**config.mk**
```make
export PLATFORM = sky130hd
export DESIGN_NAME = svm_pwm_out
export DESIGN_NICKNAME = d
export VERILOG_FILES = /design/src/rtl/svm_pwm_out.sv
export SDC_FILE = /design/constraint.sdc
export NUM_CORES = 1
export LEC_CHECK = 0
export BUFFER_PORTS_ARGS = -buffer_cell sky130_fd_sc_hd__buf_2
export CAP_MARGIN = 20
export CORE_MARGIN = 2
export CORE_UTILIZATION = 55
export CTS_CLUSTER_SIZE = 16
export DETAILED_ROUTE_END_ITERATION = 10
export GPL_TIMING_DRIVEN = 0
export PLACE_DENSITY = 0.73
export SYNTH_ARGS = -nofsm -noshare
export SYNTH_HDL_FRONTEND = slang
export SYNTH_SLANG_ARGS = --single-unit
```
**constraint.sdc**
```tcl
create_clock -name clock -period 7.6 [get_ports clock]
set_input_delay 0.38 -clock clock [delete_from_list [all_inputs] [get_ports clock]]
set_output_delay 0.38 -clock clock [all_outputs]
set_load 0.01 [all_outputs]
```
**src/rtl/svm_pwm_out.sv**
```systemverilog
// Three-phase centre-aligned PWM modulator with double-buffered refs and per-leg dead time.
// Latency: a ref accepted takes effect at the next carrier boundary; gates follow the compare 1 clock later plus dead time.
// Backpressure: ref_ready is low while the pending buffer holds a ref not yet applied; nothing is dropped or overwritten.
//
// Ports:
//   clock, reset_n          rising-edge clock, asynchronous active-low reset
//   enable                  1 = modulate; 0 = gates low, carrier parked at the boundary
//   ref_valid / ref_ready   handshake for ref_a/b/c (Q4.28 signed phase voltage refs)
//   pwm_xh / pwm_xl         high/low-side gate per phase (x = a, b, c)
//   period_start            1-clock pulse on the first clock of each carrier
//   sat / sat_clr           sticky clamp flag and its clear (a same-cycle set wins)
module svm_pwm_out #(
   parameter int N        = 32,
   parameter int Q        = 28,
   parameter int CW       = 16,
   parameter int PERIOD   = 1000,
   parameter int DEADTIME = 20
) (
   input  logic         clock,
   input  logic         reset_n,
   input  logic         enable,
   input  logic         ref_valid,
   output logic         ref_ready,
   input  logic [N-1:0] ref_a,
   input  logic [N-1:0] ref_b,
   input  logic [N-1:0] ref_c,
   output logic         pwm_ah,
   output logic         pwm_al,
   output logic         pwm_bh,
   output logic         pwm_bl,
   output logic         pwm_ch,
   output logic         pwm_cl,
   output logic         period_start,
   output logic         sat,
   input  logic         sat_clr
);

   localparam int PW  = Q + 2 + CW;              // product width for u * PERIOD
   localparam int DTW = $clog2(DEADTIME + 2);    // run length saturates at DEADTIME+1

   localparam logic signed [N-1:0] POS_ONE = N'(64'd1 << Q);
   localparam logic signed [N-1:0] NEG_ONE = -POS_ONE;
   localparam logic [CW-1:0]  PER_M1  = CW'(PERIOD - 1);
   localparam logic [CW-1:0]  CMP_MID = CW'(PERIOD / 2);
   localparam logic [DTW-1:0] DT_V    = DTW'(DEADTIME);
   localparam logic [DTW-1:0] DT_SAT  = DTW'(DEADTIME + 1);

   logic [CW-1:0]        cnt;
   logic                 dir_dn;
   logic                 live;        // low for the first clock after reset release
   logic                 run;
   logic                 boundary;
   logic                 pend_full;
   logic                 accept;
   logic [2:0][N-1:0]    ref_in;
   logic [2:0][CW-1:0]   cmp_new;
   logic [2:0][CW-1:0]   pend_cmp;
   logic [2:0][CW-1:0]   act_cmp;
   logic [2:0]           clip_v;
   logic [2:0]           gate_h;
   logic [2:0]           gate_l;

   // The carrier only runs once live is set, so a reset release with enable
   // already high still begins with a clean boundary clock and period_start
   // stays low for the whole time reset is asserted.
   assign run          = enable & live;
   assign boundary     = run & (cnt == '0) & ~dir_dn;
   assign period_start = boundary;
   assign ref_ready    = ~pend_full;
   assign accept       = ref_valid & ref_ready;
   assign ref_in       = {ref_c, ref_b, ref_a};

   // Triangle carrier: each endpoint is held for two clocks (once per direction).
   always_ff @(posedge clock or negedge reset_n) begin
      if (!reset_n) begin
         cnt    <= '0;
         dir_dn <= 1'b0;
         live   <= 1'b0;
      end else begin
         live <= 1'b1;
         if (!run) begin
            cnt    <= '0;
            dir_dn <= 1'b0;
         end else if (!dir_dn) begin
            if (cnt == PER_M1) dir_dn <= 1'b1;
            else               cnt    <= cnt + CW'(1);
         end else begin
            if (cnt == '0) dir_dn <= 1'b0;
            else           cnt    <= cnt - CW'(1);
         end
      end
   end

   // Pending/active double buffer. An accept needs an empty pending slot, so it
   // never coincides with the boundary transfer out of a full slot.
   always_ff @(posedge clock or negedge reset_n) begin
      if (!reset_n) begin
         pend_full <= 1'b0;
         pend_cmp  <= '0;
         act_cmp   <= {3{CMP_MID}};
         sat       <= 1'b0;
      end else begin
         if (boundary && pend_full) begin
            act_cmp   <= pend_cmp;
            pend_full <= 1'b0;
         end else if (accept) begin
            pend_cmp  <= cmp_new;
            pend_full <= 1'b1;
         end
         if (accept && (|clip_v)) sat <= 1'b1;
         else if (sat_clr)        sat <= 1'b0;
      end
   end

   for (genvar gi = 0; gi < 3; gi++) begin : g_ph
      logic signed [N-1:0] xc;
      logic                clip;
      logic [Q+1:0]        u;
      logic                raw;
      logic                raw_q;
      logic [DTW-1:0]      run_len;   // clocks raw has held its value, 0 = no history
      logic [DTW-1:0]      s_now;
      logic                h_q;
      logic                l_q;

      always_comb begin
         xc   = $signed(ref_in[gi]);
         clip = 1'b0;
         if ($signed(ref_in[gi]) > POS_ONE) begin
            xc   = POS_ONE;
            clip = 1'b1;
         end else if ($signed(ref_in[gi]) < NEG_ONE) begin
            xc   = NEG_ONE;
            clip = 1'b1;
         end
      end

      // Offset to 0..2^(Q+1), scale by PERIOD, truncate: compare range 0..PERIOD.
      assign u           = (Q+2)'(xc + POS_ONE);
      assign cmp_new[gi] = CW'((PW'(u) * PW'(PERIOD)) >> (Q + 1));
      assign clip_v[gi]  = clip;

      assign raw = (cnt < act_cmp[gi]);

      always_comb begin
         s_now = DTW'(1);
         if ((run_len != '0) && (raw == raw_q))
            s_now = (run_len == DT_SAT) ? run_len : run_len + DTW'(1);
      end

      // A gate follows raw only once raw has been stable for more than
      // DEADTIME clocks, so both gates sit low across every raw edge.
      always_ff @(posedge clock or negedge reset_n) begin
         if (!reset_n) begin
            raw_q   <= 1'b0;
            run_len <= '0;
            h_q     <= 1'b0;
            l_q     <= 1'b0;
         end else if (!run) begin
            raw_q   <= 1'b0;
            run_len <= '0;
            h_q     <= 1'b0;
            l_q     <= 1'b0;
         end else begin
            raw_q   <= raw;
            run_len <= s_now;
            h_q     <= raw & (s_now > DT_V);
            l_q     <= ~raw & (s_now > DT_V);
         end
      end

      assign gate_h[gi] = h_q;
      assign gate_l[gi] = l_q;
   end

   assign pwm_ah = gate_h[0];
   assign pwm_al = gate_l[0];
   assign pwm_bh = gate_h[1];
   assign pwm_bl = gate_l[1];
   assign pwm_ch = gate_h[2];
   assign pwm_cl = gate_l[2];

endmodule

```
==> impl_metrics.yaml <==
critical_path:
  worstSetupPathType: "in -> reg"
  r2r_cells: 11
  crit_path_max_fanout: 11
  worst_setup_path_start_kind: "input port"
  cp-end-kind: "register"
  critical_path_required_ns: 7.83
  worstPathArrival_ns: 7.38
clock_network:
  insertion_delay_ns: 0.36
  cts_resized: 0
  numCtsBuffers: 9
  cts.path.max_buffers: 2
  hold_buffers: 0
  cts_tree: "built"
  post-cts-setup-buffers: 0
  clk_root_buffer_cell: "clkbuf_16"
  clock-sinks: 110
  cts_max_level: 3
  clk_pin_slew_ns: 0.07
timing:
  max_slew_margin: 0.4478
  skew_ns: 0.009125
  worstMarginPinSlew_ns: 0.8283
  rsz0062_at_grt: "no"
  final_hold_viol_count: 0
  fin_setup_tns_ns: 0
  finalCritPeriodShare: 0.9411
  fin_crit_ns: 7.152
  max_freq_ghz: 0.1398
  setup_viol: 0
  drv_slew: 0
finish:
  fin_cells: 2650
  layout_common_cells: "513 x inv_1, 313 x fa_1, 297 x ha_1"
  multi_input_area_mm2: 0.01487
  syn_to_final_growth_pct: 7.408
  ff_latch_area_mm2: 0.002775
  final_common_cell: "inv_1"
  fillCellCount: 3040
  drive_above_1_share: 0.09365
  antenna_cells: 0
  layout.nets: 2895
pwr:
  p_int_uw: 1689
  power_density_mw_per_mm2: 135.8
  pwr-share-clk: 0.160
  switchingPower_uw: 1181
  seqPwrFrac: 0.297
  comb_power_share: 0.543
  vdd_drop_max_v: 0.0001263
  power_leakage_uw: 0.01117
  swShare: 0.4114
floorplan:
  row_count: 69
  dieArea_mm2: 0.03731
  start_util: 0.5559
  io_pins: 110
  core_mm2: 0.03540
  die_h_um: 193.1
  die_w_um: 193.1
drt:
  wirelength_mm: 39.19
  dr_wl_met2_mm: 19.73
  drc: 0
  viasPerCell: 5.344
  wl_per_cell_um: 14.79
  firstDrtPassIters: 5
  wl_met1_mm: 17.50
  ant_nets: 0
  vias: 14160
  dr.first_iter.drc_count: 474
  routed.top_layer: "met4"
  met3_length_mm: 1.228
synth:
  yosysTopAreaCell: "fa_1"
  synth_edf_count: 0
  async_flop_share: 1.000
  syn-num-nets: 2775
  synthCells: 2064
  ys.flop_type: "dfrtp_1"
  yosys_warnings: 0
  synth.distinct_cells: 69
  yosys.area.top_type_share: 0.3185
  yosys-top-cells-area: "fa_1 32%, ha_1 19%, dfrtp_1 12%, inv_1 9.8%, nand2_1 3.0%"
  synth_area_mm2: 0.01968
  seq_area_frac_synth: 0.1410
  syn_area_per_cell_um2: 9.533
  synth-seq-cells: 110
hold_path:
  hold_class: "in -> async"
placement:
  place_congestion: 0.8951
  placed_cells: 2635
  hpwl_mm: 34.78
  port_buffers: 108
global_route:
  antenna_found_initial: 0
  grt.overflow.total: 0
  first_global_vias: 14540
  grt_max_degree: 66
  grt_pass1_wl_mm: 67.20
  track_usage: 0.2213
job:
  maxCapViolCount: 0
outcome:
  outcome: "finished, final reports clean"
synth_stat cells (30+ instances only):
| library cell | instances |
|---|---|
| a21o_1 | 46 |
| a21oi_1 | 79 |
| dfrtp_1 | 92 |
| fa_1 | 313 |
| ha_1 | 297 |
| inv_1 | 513 |
| mux2_2 | 33 |
| nand2_1 | 157 |
| nand3_1 | 30 |
| nor2_1 | 49 |
| nor3_1 | 32 |
| o21ai_0 | 81 |
| xnor2_1 | 47 |
metrics by stage:
stage / worst slack, ns / total power [uW] / instance area, um^2 / hold slack (ns) / utilization
4_1_cts: 0.1512 / 2906 / 21130 / 0.1332 / 0.5968
2_1_floorplan: 0.9991 / 2040 / 19680 / 0.08441 / -
3_5_place_dp: -0.1926 / 2436 / 20840 / 0.4296 / 0.5886
6_report: 0.4476 / 2870 / 21130 / 0.09977 / 0.5971
3_3_place_gp: -0.5419 / 2356 / 20790 / 0.4318 / 0.5875
5_1_grt: 0.01983 / 3179 / 21130 / 0.1715 / 0.5971
critical path: stages:
cell	delay [ns]
buf_2	0.11
nor4_1	0.58
nand4_1	0.21
o32ai_1	0.24
a21o_2	0.36
buf_1	0.43
nand2_1	0.35
fa_1	0.66
fa_1	0.45
fa_1	0.50
fa_1	0.52
inv_1	0.04
ha_1	0.30
a21o_1	0.16
a21o_1	0.17
a31oi_1	0.23
o31ai_1	0.15
or3_1	0.36
o211ai_1	0.39
o21ai_0	0.25
a21oi_1	0.22
xnor2_1	0.19
o21ai_0	0.11
final timing paths:
check	from	end	slack, ns
setup / recovery	ref_c[8]	pend_cmp[42]	0.45
hold / removal	reset_n	act_cmp[17]	0.1
setup reg to reg	dir_dn	cnt[14]	4.25
hold reg to reg	g_ph[1].raw_q	pwm_bl	0.44
max in group asynchronous	reset_n	act_cmp[39]	6.72
min in group clock	sat_clr	sat	0.20
layer usage:
layer | up-vias | track usage
met4 | 0 | 0.05507
met1 | 6948 | 0.2962
met3 | 49 | 0.01955
met2 | 255 | 0.3893
li1 | 6909 | -
met5 | - | 0
sequential cells by signal, indices dropped and copies added (netlist names):
name          flops
pwm_bl            1
act_cmp          33
dir_dn            1
pend_cmp         33
pwm_bh            1
pwm_al            1
cnt              16
pend_full         1
g_ph.raw_q        3
pwm_ch            1
sat               1
pwm_ah            1
pwm_cl            1
live              1
g_ph.run_len     15
final cells by class:
type	count	share of cell area
inverter	513	0.09111
multi-input combinational	1410	0.7037
tap	461	0.02729
sequential	110	0.1313
buffer	30	0.005624
timing repair buffer	110	0.02723
clock buffer	9	0.01066
clock inverter	7	0.003079
power groups by stage:
stage	clock network (uW)	registers, uW	logic (uW)
after floorplan	0	831	1210
after global placement	0	853	1500
final	460	852	1560
after global routing	491	872	1820
after detailed placement	0	863	1570
after CTS	469	853	1580
cell families (layout without fill, tap and decap cells):
logic type / count (synthesis) / in the layout / synth area share
other cells: 1 / 1 / 0.0001906
mux: 36 / 36 / 0.02041
fa+ha+maj: 610 / 610 / 0.5073
xor+xnor: 68 / 68 / 0.03027
simple gates: 383 / 383 / 0.09443
compound gates: 312 / 312 / 0.1024
buf+inv: 544 / 669 / 0.1040
flops: 110 / 110 / 0.1410
Note: power is estimated with default switching activity, not from simulation.
